### config.mk
export PLATFORM = sky130hd
export DESIGN_NAME = systolic_array_ctrl
export DESIGN_NICKNAME = d
export VERILOG_FILES = /design/src/rtl/systolic_array_ctrl.sv
export SDC_FILE = /design/constraint.sdc
export NUM_CORES = 1
export LEC_CHECK = 0
export CORE_ASPECT_RATIO = 1.5
export CORE_MARGIN = 3
export CORE_UTILIZATION = 45
export DETAILED_ROUTE_END_ITERATION = 8
export HOLD_SLACK_MARGIN = 0.05
export PLACE_DENSITY = 0.72
export RECOVER_POWER = 25
export SYNTH_ARGS = -nofsm -noshare
export SYNTH_HDL_FRONTEND = slang
export SYNTH_SLANG_ARGS = --single-unit
export TNS_END_PERCENT = 50
### constraint.sdc
create_clock -name CLK -period 10.2 [get_ports CLK]
set_input_delay 1.02 -clock CLK [delete_from_list [all_inputs] [get_ports CLK]]
set_output_delay 1.02 -clock CLK [all_outputs]
set_load 0.005 [all_outputs]
### src/rtl/systolic_array_ctrl.sv
// Sequencer for an ARRAY_DIM x ARRAY_DIM INT8 systolic array: skewed operand feed, then row-by-row flush.
// DONE pulses START-edge + k_len + 3*ARRAY_DIM; no backpressure, ABORT/RSTn drop any tile in progress.
module systolic_array_ctrl #(
  parameter  int ARRAY_DIM = 4,
  parameter  int K_BWIDTH  = 16,
  localparam int TW        = K_BWIDTH + $clog2(ARRAY_DIM) + 1,
  localparam int RW        = $clog2(ARRAY_DIM)
) (
  input  logic                 CLK,
  input  logic                 RSTn,
  input  logic                 START,
  input  logic [K_BWIDTH-1:0]  K_LEN,
  input  logic                 ABORT,
  output logic                 BUSY,
  output logic                 DONE,
  output logic                 COMPUTE,
  output logic                 FLUSH,
  output logic [TW-1:0]        FEED_IDX,
  output logic [ARRAY_DIM-1:0] ROW_VALID,
  output logic [ARRAY_DIM-1:0] COL_VALID,
  output logic                 OUT_WE,
  output logic [RW-1:0]        OUT_ROW
);

  typedef enum logic [1:0] {IDLE, RUN, DRAIN, FIN} state_t;

  state_t              state;
  logic [TW-1:0]       t;
  logic [K_BWIDTH-1:0] k_len;
  logic [RW-1:0]       f;
  logic                t_last;

  // Feed ends after k_len + 2*ARRAY_DIM - 1 cycles, so the last t is k_len + 2*ARRAY_DIM - 2.
  assign t_last = (t == (TW'(k_len) + TW'(2 * ARRAY_DIM - 2)));

  // Edge lane i carries element tn-i, which exists only for 0 <= tn-i < kl.
  function automatic logic [ARRAY_DIM-1:0] skew_valid(input logic [TW-1:0] tn,
                                                      input logic [K_BWIDTH-1:0] kl);
    logic [ARRAY_DIM-1:0] v;
    v = '0;
    for (int i = 0; i < ARRAY_DIM; i++) begin
      v[i] = (tn >= TW'(i)) && (tn < (TW'(i) + TW'(kl)));
    end
    return v;
  endfunction

  always_ff @(posedge CLK or negedge RSTn) begin
    if (!RSTn) begin
      state     <= IDLE;
      t         <= '0;
      k_len     <= '0;
      f         <= '0;
      BUSY      <= 1'b0;
      DONE      <= 1'b0;
      COMPUTE   <= 1'b0;
      FLUSH     <= 1'b0;
      FEED_IDX  <= '0;
      ROW_VALID <= '0;
      COL_VALID <= '0;
      OUT_WE    <= 1'b0;
      OUT_ROW   <= '0;
    end else if (ABORT) begin
      state     <= IDLE;
      t         <= '0;
      f         <= '0;
      BUSY      <= 1'b0;
      DONE      <= 1'b0;
      COMPUTE   <= 1'b0;
      FLUSH     <= 1'b0;
      FEED_IDX  <= '0;
      ROW_VALID <= '0;
      COL_VALID <= '0;
      OUT_WE    <= 1'b0;
      OUT_ROW   <= '0;
    end else begin
      case (state)
        IDLE: begin
          if (START && (K_LEN != '0)) begin
            state     <= RUN;
            k_len     <= K_LEN;
            t         <= '0;
            BUSY      <= 1'b1;
            COMPUTE   <= 1'b1;
            FEED_IDX  <= '0;
            ROW_VALID <= skew_valid('0, K_LEN);
            COL_VALID <= skew_valid('0, K_LEN);
          end
        end
        RUN: begin
          if (t_last) begin
            state     <= DRAIN;
            f         <= '0;
            COMPUTE   <= 1'b0;
            FLUSH     <= 1'b1;
            OUT_WE    <= 1'b1;
            OUT_ROW   <= '0;
            ROW_VALID <= '0;
            COL_VALID <= '0;
          end else begin
            t         <= t + TW'(1);
            FEED_IDX  <= t + TW'(1);
            ROW_VALID <= skew_valid(t + TW'(1), k_len);
            COL_VALID <= skew_valid(t + TW'(1), k_len);
          end
        end
        DRAIN: begin
          if (f == RW'(ARRAY_DIM - 1)) begin
            state   <= FIN;
            FLUSH   <= 1'b0;
            OUT_WE  <= 1'b0;
            OUT_ROW <= '0;
            DONE    <= 1'b1;
          end else begin
            f       <= f + RW'(1);
            OUT_ROW <= f + RW'(1);
          end
        end
        FIN: begin
          // FEED_IDX keeps the final feed index through FIN and clears on return to IDLE.
          state    <= IDLE;
          t        <= '0;
          BUSY     <= 1'b0;
          DONE     <= 1'b0;
          FEED_IDX <= '0;
        end
        default: state <= IDLE;
      endcase
    end
  end

endmodule

==> results of run 1 <==
==> worst max-delay path: stages, from the launching register on <==
cell	delay, ns
dfrtp_1	0.52
ha_1	0.32
and4_1	0.27
nand4_1	0.12
xnor2_1	0.60
ha_1	0.36
a211o_1	0.29
a2111o_1	0.37
a31o_2	0.26
maj3_1	0.34
o21ai_0	0.08
a21oi_1	0.08
nor3_1	0.18
==> cell families after synthesis <==
family                   count (synthesis)
AO/OA/AOI/OAI                          149
XOR/XNOR                                75
adder cells (fa/ha/maj)                 74
buffers and inverters                   72
flip-flops                              49
multiplexers                             7
AND/OR/NAND/NOR                        235
==> Yosys cell counts, drive strengths merged (3+ instances only) <==
cell     number
ha           68
nand2        65
xnor2        64
dfrtp        49
nor2         46
o21ai        43
a21oi        34
inv          32
buf          28
nand3        22
nand4        19
nor3         18
nor4         16
clkbuf       12
and3         11
xor2         11
a22o         10
a21o          8
a31oi         8
nand2b        8
nor2b         8
mux2i         7
maj3          6
o31ai         6
and4          5
a2111oi       4
a31o          4
o21a          4
a211oi        3
a2bb2oi       3
or3           3
or4           3
==> placed cells by master (no fill, tap or decap), types with 3 or more instances in the layout <==
cell type	netlist	routed
nor4_1	14	14
ha_1	68	68
a22o_1	10	10
nor3_1	14	14
a21o_1	8	8
nor2_1	46	45
nor3_2	4	4
o21ai_0	34	34
nand2_1	64	64
xnor2_1	61	61
a31oi_1	8	8
a2bb2oi_1	3	3
maj3_1	5	5
a21oi_1	33	33
inv_1	32	32
xnor2_2	3	3
a31o_2	3	3
or4_1	3	3
o31ai_1	6	6
and4_1	5	5
nor2b_1	8	8
clkdlybuf4s50_1	0	52
or3_1	3	3
nand2b_1	8	8
nand4_1	14	14
clkbuf_16	0	5
xor2_1	11	11
a2111oi_0	3	3
o21ai_2	7	7
o21a_1	4	4
nand4_2	3	3
nand3_1	21	21
and3_1	11	11
dfrtp_1	49	49
mux2i_1	7	7
==> power groups by stage <==
stage	clock, mW	combinational [mW]	sequential, mW
2_1_floorplan	0	0.584	0.273
3_3_place_gp	0	0.650	0.369
3_5_place_dp	0	0.671	0.370
4_1_cts	0.224	0.679	0.367
5_1_grt	0.233	0.756	0.379
6_report	0.222	0.684	0.370
==> layout make-up <==
| type | instances | area, sq um |
|---|---|---|
| clock buffer | 5 | 125 |
| inverter | 32 | 120 |
| clock inverter | 3 | 65.1 |
| timing repair buffer | 56 | 544 |
| tap | 153 | 191 |
| fill | 1160 | 5750 |
| sequential | 49 | 1230 |
| multi-input combinational | 540 | 3990 |
==> worst max path at each step <==
stage                           startpoint                       end  slack (ns)  depth (start not counted)
after CTS                 t[0]$_DFFE_PN0P_  COL_VALID[0]$_DFFE_PN0P_        6.41                         10
after floorplan           t[2]$_DFFE_PN0P_  COL_VALID[0]$_DFFE_PN0P_        6.92                         12
after global routing      t[3]$_DFFE_PN0P_  COL_VALID[0]$_DFFE_PN0P_        6.08                         11
after global placement    t[0]$_DFFE_PN0P_  COL_VALID[2]$_DFFE_PN0P_        6.54                         12
final                     t[0]$_DFFE_PN0P_  COL_VALID[2]$_DFFE_PN0P_        6.33                         12
after detailed placement  t[0]$_DFFE_PN0P_  COL_VALID[2]$_DFFE_PN0P_        6.41                         12
==> registers in the layout (all words and copies together) (netlist names) <==
signal and flops:
t 19, COMPUTE 1, OUT_ROW 2, BUSY 1, f 2, state 2
k_len 16, DONE 1, COL_VALID 4, OUT_WE 1
==> through the flow <==
stage | cells | worst slack (ns)
after detailed placement | 830 | 6.41
after global routing | 838 | 6.08
after global placement | 830 | 6.54
after CTS | 838 | 6.41
after floorplan | 661 | 6.92
final | 838 | 6.33
==> metal layers <==
metal,vias up,part of all wire [%],global-route usage (%)
met3,63,4.5,3.09
met2,176,54,47.4
met1,2471,36,25.6
met4,4,5.7,15.5
met5,-,0.12,0
li1,2434,-,-
==> out/qor.csv, run 1 <==
metric;value;unit
Worst Hold End;COMPUTE$_DFFE_PN0P_;
DR WL/cell;20.3;um
Cell Area, Placed;0.00608;sq mm
Initial Util;46.3;%
Top FF cell, synth;dfrtp_1;
Slew @ Worst Pin;2.91;ns
DR iter-0 viols;318;
P&R area growth vs syn;12.6;%
power consumption;1.28;mW
setup TNS;0;ns
Reg2Reg Launch Point;t[0]$_DFFE_PN0P_;
Reg power frac;29.0;%
max cap viols;1;
Psw;610;uW
failing checks;max-capacitance violations, max-slew violations;
TritonCTS Buffers;5;
IO Port Bufs;53;
largest net degree at the start of global routing;50;
post-synthesis simple-gate area fraction;22.9;%
status;complete, but fails checks;
Total GRT Usage;24.9;%
Die Wd;96.8;um
Core Util, Final;52.1;%
clock group share of total power;17.4;%
Synth Area in Compound Gates;18.9;%
Hold Crit Class;register to register;
area share of fa/ha/maj cells after synthesis;16.4;%
CTS tree;built;
WL final;17.0;mm
die area;0.0138;sq mm
Rows;49;
clock root cell;clkbuf_16;
syn avg cell area;8.42;sq um
PwrDens;204;mW/mm^2
GP Congestion;0.927;
number of global-route vias before repair;5323;
CP max FO;10;
Layout Nets;772;
H-tree Lvls;2;
layout cells sized above 1;7.15;%
CTS max path bufs;2;
initial antenna violation count;2;
post-route clock period utilization;37.9;%
fin. max-slew vios;50;
synth warn;0;
Setup crit start kind;register;
sequential fraction of the synthesis area;22.0;%
Period minus WS final;3.87;ns
hold_buf cts;0;
Clock transition at path regs;0.07;ns
Resized cells post-CTS;0;
Yosys reg bits;49;
CP Capture Type;register;
Post-synth EDFFs;0;
first-pass GRT wire length;27.5;mm
Worst-Skew Late Latency;0.30;ns
internal power;665;uW
RSZ-0062 raised after global routing;no;
critical path class;register to register;
CTS sink count;49;
core area;0.0120;sq mm
Routed Antenna Nets;0;
Synth Instances;661;
drt drc;0;
I/O pin total;54;
hold path start;COMPUTE$_DFFE_PN0P_;
vias per inst;6.14;
Crit Reg-Reg Endpoint;COL_VALID[2]$_DFFE_PN0P_;
Final Hold Viols;0;
post-synth top area share;22.0;%
dominant cells by area after synthesis;dfrtp_1 22%, ha_1 15%, xnor2_1 9.6%;
post-route cell area;0.00626;sq mm
post-synthesis mux area share;1.26;%
final setup violating endpoints;0;
FF-to-FF setup slack;6.33;ns
setup bufs post-CTS;0;
Critical Path RT;10.42;ns
GR Overflow Total;0;
hold depth;2;
LEAKAGE;2.66;nW
main combinational cell family by area after synthesis;simple AND/OR/NAND/NOR gates;
diode count;0;
Clock Skew;0.00612;ns
Critical Path AT;4.08;ns
DRT Pass-1 Iters;5;
Chip Height;142;um
Final HPWL DP;13.5;mm
via count;5148;
Worst Hold Margin;0.509;ns
Async SR Flop Fraction;100;%
distinct cell type count after synthesis;76;
Max-slew headroom;-94.1;%
switching share of power;47.9;%
Post-Syn Nets;749;
Post-Syn Area;0.00556;sq mm
VDD IR max;107;uV
fmax;259;MHz
Synth area leader;dfrtp_1;
Comb pwr share;53.6;%
worst reg2reg path depth;12;
Synth Area in XOR/XNOR;12.2;%
Note: power is estimated with default switching activity, not from simulation.
==> run 2, diff against run 1 <==
--- a/config.mk
+++ b/config.mk
@@ -10,7 +10,7 @@
 export CORE_UTILIZATION = 45
 export DETAILED_ROUTE_END_ITERATION = 8
 export HOLD_SLACK_MARGIN = 0.05
-export PLACE_DENSITY = 0.72
+export PLACE_DENSITY = 0.75
 export RECOVER_POWER = 25
 export SYNTH_ARGS = -nofsm -noshare
 export SYNTH_HDL_FRONTEND = slang
==> constraint.sdc (replaced) <==
create_clock -name CLK -period 3.1 [get_ports CLK]
set_input_delay 0.31 -clock CLK [delete_from_list [all_inputs] [get_ports CLK]]
set_output_delay 0.31 -clock CLK [all_outputs]
set_load 0.005 [all_outputs]
==> out/qor.csv, run 2 (synthesis results as in run 1) <==
metric;value;unit;change
initial antenna violation count;0;;-2
Critical Path AT;3.25;ns;-0.83 ns
FF-to-FF setup slack;0.06;ns;-6.27 ns
number of global-route vias before repair;5734;;+7.7%
CTS tree;built;;
GP Congestion;0.985;;+6.3%
CP Capture Type;register;;
max cap viols;1;;unchanged
Layout Nets;861;;+12%
critical path class;register to register;;
setup TNS;0;ns;unchanged
Hold Crit Class;input port to asynchronous set/reset pin;;
fmax;329;MHz;+27%
post-route clock period utilization;97.9;%;+60 points
Chip Height;142;um;unchanged
register with the most flip-flops;t;;
Final Hold Viols;0;;unchanged
largest net degree at the start of global routing;34;;-32%
status;complete, but fails checks;;
Critical Path RT;3.32;ns;-7.10 ns
core area;0.0120;sq mm;unchanged
DR WL/cell;20.4;um;+0.39%
Rows;49;;unchanged
I/O pin total;54;;unchanged
max reg flops;19;;unchanged
CTS max path bufs;2;;unchanged
CP max FO;5;;-5
DR iter-0 viols;305;;-4.1%
final setup violating endpoints;0;;unchanged
Max-slew headroom;-13.7;%;+80 points
WL final;18.9;mm;+11%
Period minus WS final;3.04;ns;-0.830 ns
DP Cell Count;901;;+8.6%
Clock Skew;0.00739;ns;+0.00128 ns
Fillers;1082;;-6.7%
diode count;0;;unchanged
RSZ-0062 raised after global routing;yes;;
LEAKAGE;3.21;nW;+21%
largest registers;t x19, k_len x16, COL_VALID x4;;
hold_buf cts;0;;unchanged
IO Port Bufs;53;;unchanged
vias per inst;5.98;;-2.7%
Die Wd;96.8;um;unchanged
clock root cell;clkbuf_16;;
Routed Antenna Nets;0;;unchanged
die area;0.0138;sq mm;unchanged
via count;5540;;+7.6%
first-pass GRT wire length;29.5;mm;+7.4%
Total GRT Usage;26.9;%;+2.0 points
P&R area growth vs syn;30.1;%;
drt drc;0;;unchanged
failing checks;max-capacitance violations, max-slew violations;;
Clock transition at path regs;0.07;ns;about the same
commonest non-fill, non-tap cell in the layout;buf_4;;
power consumption;4.70;mW;+270%
CTS sink count;49;;unchanged
Setup crit start kind;register;;
Slew @ Worst Pin;1.71;ns;-1.21 ns
Final HPWL DP;15.3;mm;+13%
Cell Area, Placed;0.00665;sq mm;+9.5%
GR Overflow Total;0;;unchanged
Worst-Skew Late Latency;0.30;ns;about the same
VDD IR max;348;uV;+220%
H-tree Lvls;2;;unchanged
TritonCTS Buffers;5;;unchanged
post-route cell area;0.00724;sq mm;+16%
DRT Pass-1 Iters;5;;unchanged
Finished Layout Cells;927;;+11%
most frequent cells in the layout;87 x buf_4, 63 x ha_1, 60 x nand2_1, 55 x xnor2_1, 52 x clkdlybuf4s50_1;;
Initial Util;46.3;%;unchanged
layout cells sized above 1;23.3;%;+16 points
PwrDens;649;mW/mm^2;+220%
fin. max-slew vios;31;;-38%
## run 2: changes by cell type in the layout (fill, tap and decap cells not counted), moves of 5 or more
cell     previous run  this run
buf_4               2        87
dfrtp_1            49        41
dfrtp_2             0         8
ha_1               68        63
xnor2_1            61        55
## run 2: power by group
group | switching (mW) | total (mW) | internal (mW)
clock | 0.257 | 0.718 | 0.461
sequential | 0.210 | 1.00 | 0.790
combinational | 1.69 | 2.98 | 1.28
## run 2: worst max-delay path, stage by stage (launching register included)
cell and delay, ns:
dfrtp_2 0.40, ha_4 0.16, and4_4 0.24, nand4_1 0.13, xnor2_2 0.17, ha_1 0.29, a211o_1 0.28, a2111o_1 0.32
a31o_2 0.26, maj3_1 0.35, o21ai_0 0.08, a21oi_1 0.08, nor3_1 0.20
## run 2: path summary, 6_finish.rpt
check                               startpoint                        to  depth (start not counted)
max in group asynchronous                 RSTn      k_len[1]$_DFFE_PN0P_                          2
min reg2reg                COMPUTE$_DFFE_PN0P_       COMPUTE$_DFFE_PN0P_                          2
max                           t[1]$_DFFE_PN0P_  COL_VALID[2]$_DFFE_PN0P_                         12
min                                       RSTn         t[14]$_DFFE_PN0P_                          1
min in group CLK           COMPUTE$_DFFE_PN0P_       COMPUTE$_DFFE_PN0P_                          2
max reg2reg                   t[1]$_DFFE_PN0P_  COL_VALID[2]$_DFFE_PN0P_                         12
## run 2: cell type report
cell class,instances,area [sq um],share of cell area [%]
well taps,153,191,2.65
clock inverters,3,65.1,0.899
multi-input cells,540,4260,58.9
clock buffers,5,125,1.73
repair buffers,145,1230,17.1
inverters,32,123,1.69
flip-flops and latches,49,1240,17.1
## run 2: layer usage
layer / vias up / share of wire, % / GRT usage [%]
li1: 2602 / - / -
met1: 2646 / 36 / 27.3
met2: 205 / 53 / 51.1
met3: 87 / 3.2 / 2.89
met4: 0 / 7.8 / 18.6
met5: - / 0 / 0
## run 2: stage by stage
stage               hold slack (ns)  setup WS, ns  util, %
global route                  0.554       -0.0431     60.2
global placement              0.391        -0.457     55.4
floorplan                    0.0144       -0.0420        -
CTS                          0.0761       -0.0176     58.4
finish                        0.450        0.0640     60.2
detailed placement            0.401        -0.502     55.4
## run 2: repair_timing
| action | 4_1_cts | 5_1_grt |
|---|---|---|
| buffers inserted | 7 | 11 |
| setup endpoints to repair | 16 | 8 |
| gates resized for setup | 23 | 32 |
| pin swaps | 12 | 21 |
